===== src/rtl/keypad_pkg.sv =====
// keypad_pkg
//   Shared constants, types and the segment decoder for the keypad entry block.
//   Contents:
//     KEY_STAR / KEY_SHARP   bit positions of '*' and '#' in the one-hot key vector
//     kp_state_t             press/release tracking FSM states
//     SEG_DASH / SEG_BLANK   fixed segment patterns ({g,f,e,d,c,b,a}, 1 = lit)
//     seg7_of()              BCD digit to segment pattern
package keypad_pkg;

   localparam int KEY_STAR  = 10;
   localparam int KEY_SHARP = 11;

   localparam logic [6:0] SEG_DASH  = 7'h40;
   localparam logic [6:0] SEG_BLANK = 7'h00;

   typedef enum logic [1:0] {
      IDLE  = 2'd0,
      PRESS = 2'd1,
      HELD  = 2'd2,
      REL   = 2'd3
   } kp_state_t;

   // Non-decimal codes never reach the display; they decode to blank.
   function automatic logic [6:0] seg7_of(input logic [3:0] bcd);
      logic [6:0] s;
      case (bcd)
         4'd0:    s = 7'h3F;
         4'd1:    s = 7'h06;
         4'd2:    s = 7'h5B;
         4'd3:    s = 7'h4F;
         4'd4:    s = 7'h66;
         4'd5:    s = 7'h6D;
         4'd6:    s = 7'h7D;
         4'd7:    s = 7'h07;
         4'd8:    s = 7'h7F;
         4'd9:    s = 7'h6F;
         default: s = SEG_BLANK;
      endcase
      return s;
   endfunction

endpackage


===== src/rtl/keypad_debounce.sv =====
// keypad_debounce
//   Two-flop synchroniser plus press/release debounce FSM for a 12-key keypad.
//   Ports:
//     clk         system clock
//     rst         asynchronous active-high reset
//     key[11:0]   raw keypad pins
//     press_stb   high for one cycle on the edge where a press is accepted
//     press_code  key pattern of the accepted press (valid while press_stb is high)
//   press_stb is decoded from the current state so the caller can apply the
//   action on the very edge the press is accepted.
module keypad_debounce
   import keypad_pkg::*;
#(
   parameter int DEBOUNCE_CYCLES = 16
) (
   input  logic        clk,
   input  logic        rst,
   input  logic [11:0] key,
   output logic        press_stb,
   output logic [11:0] press_code
);

   localparam int CW = $clog2(DEBOUNCE_CYCLES + 1);
   localparam logic [CW-1:0] CNT_LAST = CW'(DEBOUNCE_CYCLES - 1);

   logic [11:0]   key_m_q;
   logic [11:0]   key_s_q;
   kp_state_t     state_q, state_d;
   logic [11:0]   cand_q, cand_d;
   logic [CW-1:0] cnt_q, cnt_d;

   always_ff @(posedge clk or posedge rst) begin
      if (rst) begin
         key_m_q <= '0;
         key_s_q <= '0;
         state_q <= IDLE;
         cand_q  <= '0;
         cnt_q   <= '0;
      end else begin
         key_m_q <= key;
         key_s_q <= key_m_q;
         state_q <= state_d;
         cand_q  <= cand_d;
         cnt_q   <= cnt_d;
      end
   end

   // cnt_q holds the number of consecutive qualifying cycles already seen, so
   // the run completes when one more qualifying cycle arrives at CNT_LAST.
   always_comb begin
      state_d   = state_q;
      cand_d    = cand_q;
      cnt_d     = cnt_q;
      press_stb = 1'b0;
      case (state_q)
         IDLE: begin
            if (key_s_q != 12'd0) begin
               cand_d  = key_s_q;
               cnt_d   = CW'(1);
               state_d = PRESS;
            end
         end
         PRESS: begin
            if (key_s_q == cand_q) begin
               if (cnt_q == CNT_LAST) begin
                  press_stb = 1'b1;
                  cnt_d     = '0;
                  state_d   = HELD;
               end else begin
                  cnt_d = cnt_q + 1'b1;
               end
            end else begin
               cnt_d   = '0;
               state_d = IDLE;
            end
         end
         HELD: begin
            // No auto-repeat: stay here for as long as anything is held.
            if (key_s_q == 12'd0) begin
               cnt_d   = CW'(1);
               state_d = REL;
            end
         end
         REL: begin
            if (key_s_q != 12'd0) begin
               cnt_d   = '0;
               state_d = HELD;
            end else if (cnt_q == CNT_LAST) begin
               cnt_d   = '0;
               state_d = IDLE;
            end else begin
               cnt_d = cnt_q + 1'b1;
            end
         end
         default: begin
            cnt_d   = '0;
            state_d = IDLE;
         end
      endcase
   end

   assign press_code = cand_q;

endmodule


===== src/rtl/keypad_seg_entry.sv =====
// keypad_seg_entry
//   Keypad digit entry buffer with commit, driving a scanned common-cathode
//   seven-segment display.
//   Ports:
//     clk, rst     system clock, asynchronous active-high reset
//     key[11:0]    raw one-hot keypad: [9:0] digits, [10] '*', [11] '#'
//     seg[6:0]     {g,f,e,d,c,b,a}, 1 = lit
//     dig_en       one-hot digit enable, bit 0 = rightmost
//     value        last committed BCD value, digit 0 in [3:0]
//     value_vld    one-cycle pulse on commit
//     digit_cnt    digits currently in the entry buffer
//     ovf          one-cycle pulse: digit pressed with the buffer full
//     key_err      one-cycle pulse: several keys accepted together
module keypad_seg_entry
   import keypad_pkg::*;
#(
   parameter int NUM_DIGITS      = 4,
   parameter int DEBOUNCE_CYCLES = 16,
   parameter int SCAN_DIV        = 1024
) (
   input  logic                    clk,
   input  logic                    rst,
   input  logic [11:0]             key,
   output logic [6:0]              seg,
   output logic [NUM_DIGITS-1:0]   dig_en,
   output logic [4*NUM_DIGITS-1:0] value,
   output logic                    value_vld,
   output logic [3:0]              digit_cnt,
   output logic                    ovf,
   output logic                    key_err
);

   localparam int BW = 4 * NUM_DIGITS;
   localparam int IW = $clog2(NUM_DIGITS);
   localparam int PW = (SCAN_DIV > 1) ? $clog2(SCAN_DIV) : 1;

   logic        press_stb;
   logic [11:0] press_code;

   keypad_debounce #(
      .DEBOUNCE_CYCLES(DEBOUNCE_CYCLES)
   ) u_debounce (
      .clk       (clk),
      .rst       (rst),
      .key       (key),
      .press_stb (press_stb),
      .press_code(press_code)
   );

   logic [BW-1:0]         buffer_q, buffer_d;
   logic [BW-1:0]         value_q, value_d;
   logic [3:0]            digit_cnt_q, digit_cnt_d;
   logic                  value_vld_q, value_vld_d;
   logic                  ovf_q, ovf_d;
   logic                  key_err_q, key_err_d;
   logic [PW-1:0]         presc_q, presc_d;
   logic [IW-1:0]         scan_idx_q, scan_idx_d;
   logic [NUM_DIGITS-1:0] dig_en_q, dig_en_d;
   logic [6:0]            seg_q, seg_d;

   logic [3:0]            digit_val;
   logic                  is_digit;
   logic                  multi_key;

   always_ff @(posedge clk or posedge rst) begin
      if (rst) begin
         buffer_q    <= '0;
         value_q     <= '0;
         digit_cnt_q <= '0;
         value_vld_q <= 1'b0;
         ovf_q       <= 1'b0;
         key_err_q   <= 1'b0;
         presc_q     <= '0;
         scan_idx_q  <= '0;
         dig_en_q    <= NUM_DIGITS'(1);
         seg_q       <= SEG_DASH;
      end else begin
         buffer_q    <= buffer_d;
         value_q     <= value_d;
         digit_cnt_q <= digit_cnt_d;
         value_vld_q <= value_vld_d;
         ovf_q       <= ovf_d;
         key_err_q   <= key_err_d;
         presc_q     <= presc_d;
         scan_idx_q  <= scan_idx_d;
         dig_en_q    <= dig_en_d;
         seg_q       <= seg_d;
      end
   end

   always_comb begin
      digit_val = 4'd0;
      is_digit  = 1'b0;
      for (int i = 0; i < 10; i++) begin
         if (press_code[i]) begin
            digit_val = 4'(i);
            is_digit  = 1'b1;
         end
      end
      multi_key = ($countones(press_code) > 1);
   end

   // Entry buffer: newest digit enters at digit 0, backspace shifts right.
   always_comb begin
      buffer_d    = buffer_q;
      value_d     = value_q;
      digit_cnt_d = digit_cnt_q;
      value_vld_d = 1'b0;
      ovf_d       = 1'b0;
      key_err_d   = 1'b0;
      if (press_stb) begin
         if (multi_key) begin
            key_err_d = 1'b1;
         end else if (is_digit) begin
            if (digit_cnt_q < 4'(NUM_DIGITS)) begin
               buffer_d    = {buffer_q[BW-5:0], digit_val};
               digit_cnt_d = digit_cnt_q + 4'd1;
            end else begin
               ovf_d = 1'b1;
            end
         end else if (press_code[KEY_STAR]) begin
            if (digit_cnt_q != 4'd0) begin
               buffer_d    = {4'h0, buffer_q[BW-1:4]};
               digit_cnt_d = digit_cnt_q - 4'd1;
            end
         end else if (press_code[KEY_SHARP]) begin
            value_d     = buffer_q;
            value_vld_d = 1'b1;
            buffer_d    = '0;
            digit_cnt_d = 4'd0;
         end
      end
   end

   // Pattern for every digit position, from the buffer contents being loaded
   // this cycle so the display never lags an entry by a cycle.
   logic [7*NUM_DIGITS-1:0] digit_seg;

   for (genvar gi = 0; gi < NUM_DIGITS; gi++) begin : g_digit_seg
      assign digit_seg[7*gi +: 7] =
         (4'(gi) < digit_cnt_d)                ? seg7_of(buffer_d[4*gi +: 4]) :
         ((gi == 0) && (digit_cnt_d == 4'd0))  ? SEG_DASH :
                                                 SEG_BLANK;
   end

   // seg and dig_en are both loaded from the next scan index on the same edge.
   always_comb begin
      presc_d    = presc_q + 1'b1;
      scan_idx_d = scan_idx_q;
      if (presc_q == PW'(SCAN_DIV - 1)) begin
         presc_d    = '0;
         scan_idx_d = (scan_idx_q == IW'(NUM_DIGITS - 1)) ? '0 : scan_idx_q + 1'b1;
      end
      dig_en_d = NUM_DIGITS'(1) << scan_idx_d;
      seg_d    = digit_seg[7*scan_idx_d +: 7];
   end

   assign seg       = seg_q;
   assign dig_en    = dig_en_q;
   assign value     = value_q;
   assign value_vld = value_vld_q;
   assign digit_cnt = digit_cnt_q;
   assign ovf       = ovf_q;
   assign key_err   = key_err_q;

endmodule


===== config.mk =====
export PLATFORM = sky130hd
export DESIGN_NAME = keypad_seg_entry
export DESIGN_NICKNAME = d
export VERILOG_FILES = /design/src/rtl/keypad_pkg.sv /design/src/rtl/keypad_debounce.sv /design/src/rtl/keypad_seg_entry.sv
export SDC_FILE = /design/constraint.sdc
export NUM_CORES = 1
export LEC_CHECK = 0
export CAP_MARGIN = 20
export CORE_ASPECT_RATIO = 1.2
export CORE_MARGIN = 5
export CORE_UTILIZATION = 50
export CTS_CLUSTER_DIAMETER = 60
export DETAILED_ROUTE_END_ITERATION = 6
export GPL_ROUTABILITY_DRIVEN = 1
export PLACE_DENSITY = 0.7
export SYNTH_ARGS = -nofsm -noshare
export SYNTH_HDL_FRONTEND = slang
export SYNTH_SLANG_ARGS = --single-unit

===== constraint.sdc =====
create_clock -name clk -period 15.84 [get_ports clk]
set_input_delay 3.96 -clock clk [delete_from_list [all_inputs] [get_ports clk]]
set_output_delay 3.96 -clock clk [all_outputs]
set_load 0.05 [all_outputs]

## After elaboration in Yosys (flattened, before gate mapping)

Memory sizes are Yosys's and may differ from the RTL's.
Index checks and enable logic that the tools add are counted.

- Register bits: 105
- Bits in read-only memories: 448
- Input port bits: 14
- Output and inout port bits: 34
- Logic and storage cells: 135
- Memories kept: 4

Memory list:

| memory | depth | bits a word | read ports | clocked after memory_dff | wr ports | RTL line | text |
|---|---|---|---|---|---|---|---|
| (name not given) | 16 | 7 | 1 | 0 | 0 | keypad_pkg.sv:26 | `case (bcd)` |
| (name not given) | 16 | 7 | 1 | 0 | 0 | keypad_pkg.sv:26 |  |
| (name not given) | 16 | 7 | 1 | 0 | 0 | keypad_pkg.sv:26 |  |
| (name not given) | 16 | 7 | 1 | 0 | 0 | keypad_pkg.sv:26 |  |

- Add/subtract/negate cells: 16
- $mul: 1
- Magnitude comparators: 6
- Equal/unequal tests: 11
- Shift-type cells: 2
- Multiplexer cells: 68
- Bitwise gates (word level): 3
- Reduce and logical (&&, ||, !) cells: 9

Operator list:

| kind | count |
|---|---|
| 2-to-1 mux 16 bit | 7 |
| 2-to-1 mux 4 bit | 15 |
| 2-to-1 mux 7 bit | 5 |
| indexed part select 28 x 6 -> 7 bit | 1 |
| 2-to-1 mux 1 bit | 25 |
| 2-to-1 mux 5 bit | 5 |
| one-hot mux 5 bit (4 select lines) | 1 |
| 2-to-1 mux 2 bit | 8 |
| adder 1 x 1 -> 2 bit | 6 |
| == test 12 bit | 1 |
| logical NOT 12 bit | 1 |
| nonzero test 12 bit | 1 |
| adder 10 x 1 -> 10 bit (second input constant) | 1 |
| == test 10 bit (second input constant) | 1 |
| 2-to-1 mux 10 bit | 1 |
| adder 2 x 2 -> 3 bit | 3 |
| < comparator 1 x 4 -> 1 bit (first input constant) | 2 |
| < comparator 2 x 4 -> 1 bit (first input constant) | 2 |
| one-hot mux 2 bit (4 select lines) | 1 |
| == test 2 bit (second input constant) | 3 |
| adder 4 x 3 -> 5 bit | 1 |
| adder 5 x 1 -> 5 bit (second input constant) | 1 |
| == test 5 x 4 -> 1 bit (second input constant) | 1 |
| greater-than comparator 5 x 1 -> 1 bit (second input constant) | 1 |
| other kinds (18) | 22 |

## Depth between registers and ports, before layout

- Word-level depth: 17
- Depth in mapped cells: 21
- Depth with buffers taken out: 20

## Cells and area by module

A second synthesis with hierarchy kept.

- Cell total of the unflattened synthesis: 566
- Area total of the unflattened synthesis: 5821.8 sq um

By module, submodules not included:

| module | instances | cells an instance | area each (sq um) | seq. area each (sq um) |
|---|---|---|---|---|
| keypad_seg_entry | 1 | 451 | 4147.7 | 1554.0 |
| keypad_debounce | 1 | 115 | 1674.1 | 1076.0 |

## Least setup slack after synthesis

No wires, ideal clock.

- Path kind: register to register
- From: register u_debounce.cand_q[5], in the netlist u_debounce.press_code[5]
- To: register seg_q[0], in the netlist seg[0]
- Setup time: 0.072 ns
- Data arrival time: 5.456 ns
- Required time: 15.768 ns
- Path slack: 10.313 ns
- Cell stages (with the launch flop): 19
- Path buffers: 1
- Clock period less this slack: 5.527 ns
- Cell sequence: dfrtp_1 -> inv_1 -> fa_1 -> fa_1 -> fa_1 -> fa_1 -> inv_1 -> ha_1 -> fa_1 -> o22a_1 -> nor4_1 -> clkbuf_1 -> nand2_1 -> o22ai_1 -> inv_1 -> ha_1 -> or3_1 -> a31o_1 -> nand4b_1

- Elaborated cells between the ends (all ways): 40
- Those cells by class: add/sub (4); order compare (5); eq/ne (1); shift (1); mux (24); reduce/logical (1); memory (4)

RTL lines:

| what | RTL line | text |
|---|---|---|
| from (decl) | keypad_debounce.sv:29 | `logic [11:0] cand_q, cand_d;` |
| from (signal assigned) | keypad_debounce.sv:43 | `cand_q <= cand_d;` |
| parallel branches: the longest is 7 deep, another holds adder 4 x 3 -> 5 bit | n/a |  |
| 2-to-1 mux 16 bit (*) | keypad_seg_entry.sv:111 | `if (press_stb) begin` |
| net buffer_d[4] | keypad_seg_entry.sv:50 | `logic [BW-1:0] buffer_q, buffer_d;` |
| memory read (16 x 7 bit) (*) | n/a |  |
| 2-to-1 mux 7 bit (*) | keypad_seg_entry.sv:141 | `(4'(gi) < digit_cnt_d) ? seg7_of(buffer_d[4*gi +: 4]) :` |
| indexed part select 28 x 6 -> 7 bit (*) | keypad_seg_entry.sv:155 | `seg_d = digit_seg[7*scan_idx_d +: 7];` |
| net seg_d[0] | keypad_seg_entry.sv:59 | `logic [6:0] seg_q, seg_d;` |
| to (signal assigned) | keypad_seg_entry.sv:87 | `seg_q <= seg_d;` |
| to (decl) | keypad_seg_entry.sv:59 |  |

Mark *: on every way through the listed nets, which the timed path passes.
A chain may end at the register's enable or synchronous reset.

## Worst setup path in the final report

- From: register u_debounce.cand_q[5], in the netlist u_debounce.press_code[5]
- To: register seg_q[3], in the netlist seg[3]

- Cells in the longest elaborated chain, start to end: 12
- Elaborated cells between the ends (all ways): 40
- Those cells by class: add/sub (4); order compare (5); eq/ne (1); shift (1); mux (24); reduce/logical (1); memory (4)

Ends and longest elaborated chain:

| what | RTL line |
|---|---|
| parallel branches: the longest is 11 deep, another holds memory read (16 x 7 bit) | n/a |
| indexed part select 28 x 6 -> 7 bit (*) | keypad_seg_entry.sv:155 |
| net seg_d[3] | keypad_seg_entry.sv:59 |

Marks and branches as above.

==> impl_results.html <==
<table>
<tr><th>Metric</th><th>Value</th></tr>
<tr><th colspan="2">Logic synthesis</th></tr>
<tr><td>Count of distinct cell types in the synthesized netlist</td><td>76</td></tr>
<tr><td>Synthesized flop and latch total</td><td>105</td></tr>
<tr><td>Netlist Area Pre-Place</td><td>5849 um2</td></tr>
<tr><td>Number of instances in the synthesized netlist</td><td>580</td></tr>
<tr><td>Net count after synthesis</td><td>630</td></tr>
<tr><td>Mean instance size in the synthesized netlist</td><td>10.09 um2</td></tr>
<tr><td>Proportion of synthesized chip area in sequential cells</td><td>0.4496</td></tr>
<tr><td>Yosys top cell by area</td><td>sky130_fd_sc_hd__dfrtp_1</td></tr>
<tr><td>Most used flip-flop cell after synthesis</td><td>sky130_fd_sc_hd__dfrtp_1</td></tr>
<tr><td>Async set-reset flop share out of synthesis</td><td>1.000</td></tr>
<tr><td>Area fraction of the dominant cell type after synthesis</td><td>0.4406</td></tr>
<tr><td>Count of flip-flops with a built-in enable after synthesis</td><td>0</td></tr>
<tr><td>Most instantiated library cell after synthesis</td><td>sky130_fd_sc_hd__dfrtp_1</td></tr>
<tr><td>Leading cell types by count after synthesis</td><td>sky130_fd_sc_hd__dfrtp_1, sky130_fd_sc_hd__o21ai_0, sky130_fd_sc_hd__inv_1, sky130_fd_sc_hd__nand2_1</td></tr>
<tr><td>Ranking of synthesized cells by area</td><td>sky130_fd_sc_hd__dfrtp_1, sky130_fd_sc_hd__ha_1, sky130_fd_sc_hd__o21ai_0, sky130_fd_sc_hd__mux2_2, sky130_fd_sc_hd__xnor2_1</td></tr>
<tr><td>Total of warnings raised by yosys</td><td>0</td></tr>
<tr><th colspan="2">Final layout</th></tr>
<tr><td>P&amp;R area growth vs syn</td><td>15.83%</td></tr>
<tr><td>Antenna cells</td><td>0</td></tr>
<tr><td>Layout Utilization</td><td>0.5885</td></tr>
<tr><td>Layout cells sized above 1</td><td>0.1136</td></tr>
<tr><td>Net count reported at finish</td><td>670</td></tr>
<tr><td>Fill cell instance count of the final layout</td><td>1036</td></tr>
<tr><th colspan="2">Power</th></tr>
<tr><td>Switching part of the total</td><td>0.2912</td></tr>
<tr><td>Relative contribution of combinational cells to total power</td><td>0.132</td></tr>
<tr><td>Net Switching</td><td>0.1699 mW</td></tr>
<tr><td>Internal power</td><td>0.4135 mW</td></tr>
<tr><td>Clk network pwr share</td><td>0.392</td></tr>
<tr><td>Largest voltage drop on the vdd net</td><td>55.99 uV</td></tr>
<tr><td>Leakage dissipation</td><td>3.000 nW</td></tr>
<tr><td>Power per cell area</td><td>86.11 nW/um2</td></tr>
<tr><td>Share of total power in sequential cells</td><td>0.476</td></tr>
<tr><th colspan="2">Timing</th></tr>
<tr><td>Period utilisation layout</td><td>0.3622</td></tr>
<tr><td>Worst-margin pin slew</td><td>0.8786 ns</td></tr>
<tr><td>Worst hold slack</td><td>0.3514 ns</td></tr>
<tr><td>Setup TNS</td><td>0 ns</td></tr>
<tr><td>Relative slew slack</td><td>0.4097</td></tr>
<tr><td>Unrepaired setup endpoints after global routing</td><td>no</td></tr>
<tr><td>Finish-stage setup viols</td><td>0</td></tr>
<tr><td>Final-report hold violation count</td><td>0</td></tr>
<tr><td>Clk_skew</td><td>0.008051 ns</td></tr>
<tr><td>Final period demand of the worst path</td><td>5.738 ns</td></tr>
<tr><td>Final max-slew violation count</td><td>0</td></tr>
<tr><td>Top achievable clock speed</td><td>174.3 MHz</td></tr>
<tr><th colspan="2">Die</th></tr>
<tr><td>Top-level I/O count</td><td>48</td></tr>
<tr><td>Die H</td><td>128.5 um</td></tr>
<tr><td>Die width</td><td>108.7 um</td></tr>
<tr><td>Initial Utilization</td><td>0.5080</td></tr>
<tr><td>Core Region</td><td>11510 um2</td></tr>
<tr><td>Die Area</td><td>13970 um2</td></tr>
<tr><td>Std cell rows</td><td>43</td></tr>
<tr><th colspan="2">Worst setup path</th></tr>
<tr><td>Crit. Startpoint</td><td>u_debounce.press_code[5]</td></tr>
<tr><td>Arrival time worst endpoint</td><td>5.96 ns</td></tr>
<tr><td>FF-to-FF Start</td><td>u_debounce.press_code[5]</td></tr>
<tr><td>Kind of critical path</td><td>flop to flop</td></tr>
<tr><td>Crit path required time</td><td>16.06 ns</td></tr>
<tr><td>Type of element capturing the critical path</td><td>flop</td></tr>
<tr><td>Peak fanout along the critical path</td><td>8</td></tr>
<tr><td>Critical Path Start Type</td><td>flop</td></tr>
<tr><th colspan="2">Global routing</th></tr>
<tr><td>Pin count of the biggest net entering global routing</td><td>73</td></tr>
<tr><td>Number of antenna violations at the first check in global routing</td><td>0</td></tr>
<tr><td>Global router's overall resource usage</td><td>0.2157</td></tr>
<tr><td>Global route overflow</td><td>0</td></tr>
<tr><td>First-pass GRT wire length</td><td>23650 um</td></tr>
<tr><td>Vias in the first global route</td><td>4640</td></tr>
<tr><th colspan="2">Clock network</th></tr>
<tr><td>Number of buffers created by CTS</td><td>9</td></tr>
<tr><td>Buffer cell driving the clock tree root</td><td>sky130_fd_sc_hd__clkbuf_16</td></tr>
<tr><td>Clock tree sinks</td><td>105</td></tr>
<tr><td>Clock tree from TritonCTS</td><td>built</td></tr>
<tr><td>Worst-skew pair later-pin latency</td><td>0.35 ns</td></tr>
<tr><td>Reg clk slew, reported paths</td><td>0.08 ns</td></tr>
<tr><td>Post-CTS Resized</td><td>0</td></tr>
<tr><td>CTS Hold Buffers Added</td><td>0</td></tr>
<tr><td>Post-CTS Repair Setup Buffers</td><td>0</td></tr>
<tr><td>CTS max path bufs</td><td>2</td></tr>
<tr><td>H-tree levels</td><td>3</td></tr>
<tr><th colspan="2">Place</th></tr>
<tr><td>HPWL Detailed</td><td>10650 um</td></tr>
<tr><td>Final RePlAce weighted congestion</td><td>0.9543</td></tr>
<tr><td>Input/output buffers</td><td>47</td></tr>
<tr><th colspan="2">Drt</th></tr>
<tr><td>DRC marker count from the first detailed-route iteration</td><td>350</td></tr>
<tr><td>DR pass1 iterations</td><td>6</td></tr>
<tr><td>DRT antenna net count</td><td>0</td></tr>
<tr><td>WL final</td><td>14230 um</td></tr>
<tr><td>Residual DRC count</td><td>0</td></tr>
<tr><td>Average detailed-routed wire length per instance</td><td>18.20 um</td></tr>
<tr><td>Mean number of vias per cell</td><td>6.019</td></tr>
<tr><td>Vias after detailed routing</td><td>4707</td></tr>
<tr><th colspan="2">Run</th></tr>
<tr><td>Reported max-cap violation count</td><td>0</td></tr>
<tr><th colspan="2">Worst hold path</th></tr>
<tr><td>Start point of the worst hold path</td><td>u_debounce.key_m_q[2]</td></tr>
<tr><td>Kind of path behind the tightest hold check</td><td>flop to flop</td></tr>
<tr><th colspan="2">Outcome</th></tr>
<tr><td>Run status</td><td>finished, final reports clean</td></tr>
</table>
final cells by class:
| cell class | count | area, um2 | share of cell area |
|---|---|---|---|
| multi-input cells | 409 | 2953 | 0.4358 |
| flip-flops and latches | 105 | 2630 | 0.3882 |
| clock buffers | 9 | 225.2 | 0.03324 |
| repair buffers | 51 | 504.2 | 0.07442 |
| inverters | 44 | 172.7 | 0.02548 |
| well taps | 157 | 196.4 | 0.02899 |
| clock inverters | 7 | 93.84 | 0.01385 |
through the flow:
step	instance area (um2)	std cells	power, mW	setup WS, ns
2_1_floorplan	5849	580	0.3340	9.123
3_3_place_gp	6445	765	0.3553	10.26
3_5_place_dp	6445	765	0.3584	10.17
4_1_cts	6764	781	0.5875	10.11
5_1_grt	6775	782	0.6087	9.759
6_report	6775	782	0.5834	10.10
kinds of logic after synthesis:
family / share of synthesized area
fa+ha+maj: 0.08599
flops: 0.4496
simple gates: 0.1641
buf+inv: 0.04642
mux: 0.03401
xor+xnor: 0.03144
compound gates: 0.1885
worst paths after layout:
path	slack [ns]	endpoint	cells after the start
worst max register to register	10.10	seg[3]	18
worst max-delay path	10.10	seg[3]	18
worst min register to register	0.35	u_debounce.key_s_q[2]	0
max in group asynchronous	10.65	value[6]	3
worst min-delay path	0.35	u_debounce.key_s_q[2]	0
min in group asynchronous	3.95	u_debounce.key_m_q[8]	2
layout by cell type (no fill, tap or decap), types with 9 or more instances in the layout:
master	n
sky130_fd_sc_hd__inv_1	37
sky130_fd_sc_hd__nand3_1	23
sky130_fd_sc_hd__a21oi_1	22
sky130_fd_sc_hd__nor2_1	29
sky130_fd_sc_hd__mux2_2	15
sky130_fd_sc_hd__dfrtp_1	103
sky130_fd_sc_hd__nor4_1	10
sky130_fd_sc_hd__ha_1	29
sky130_fd_sc_hd__clkbuf_16	9
sky130_fd_sc_hd__nand2_1	38
sky130_fd_sc_hd__o21ai_0	50
sky130_fd_sc_hd__nand4_1	10
sky130_fd_sc_hd__clkdlybuf4s50_1	47
sky130_fd_sc_hd__xnor2_1	19
sky130_fd_sc_hd__o31ai_1	11
sky130_fd_sc_hd__nor3_1	12
sky130_fd_sc_hd__and3_1	9
registers in the layout (all words and copies together), names as in the netlist, 4 cells and up:
register and count:
buffer_q 16, value 16, u_debounce.key_m_q 12, u_debounce.key_s_q 12, u_debounce.press_code 12, presc_q 10, seg 7, u_debounce.cnt_q 5
dig_en 4, digit_cnt 4
routing by layer:
metal	GRT usage	part of all wire
met4	0.08247	0.034
met3	0.04415	0.063
met2	0.3343	0.47
met1	0.2995	0.44
met5	0	0
power by group through the flow:
stage / registers (mW) / logic, mW / clock network (mW)
2_1_floorplan: 0.281 / 0.0529 / 0
3_3_place_gp: 0.283 / 0.0725 / 0
3_5_place_dp: 0.283 / 0.0753 / 0
4_1_cts: 0.278 / 0.0757 / 0.234
5_1_grt: 0.279 / 0.0857 / 0.245
6_report: 0.278 / 0.0769 / 0.229
worst max-delay path: stages, from the launching register on:
cell and delay, ns:
sky130_fd_sc_hd__dfrtp_1 0.47, sky130_fd_sc_hd__inv_1 0.11, sky130_fd_sc_hd__fa_1 0.56, sky130_fd_sc_hd__fa_1 0.43
sky130_fd_sc_hd__fa_1 0.47, sky130_fd_sc_hd__fa_1 0.49, sky130_fd_sc_hd__inv_1 0.04, sky130_fd_sc_hd__ha_1 0.19
sky130_fd_sc_hd__fa_1 0.41, sky130_fd_sc_hd__nand3b_1 0.13, sky130_fd_sc_hd__o22ai_1 0.11, sky130_fd_sc_hd__nand3b_1 0.38
sky130_fd_sc_hd__nor4_1 0.13, sky130_fd_sc_hd__nor3_1 0.74, sky130_fd_sc_hd__ha_1 0.37, sky130_fd_sc_hd__nor2_1 0.11
sky130_fd_sc_hd__a21oi_1 0.05, sky130_fd_sc_hd__o21ai_0 0.25, sky130_fd_sc_hd__nand4b_1 0.14
Note: power is estimated with default switching activity, not from simulation.
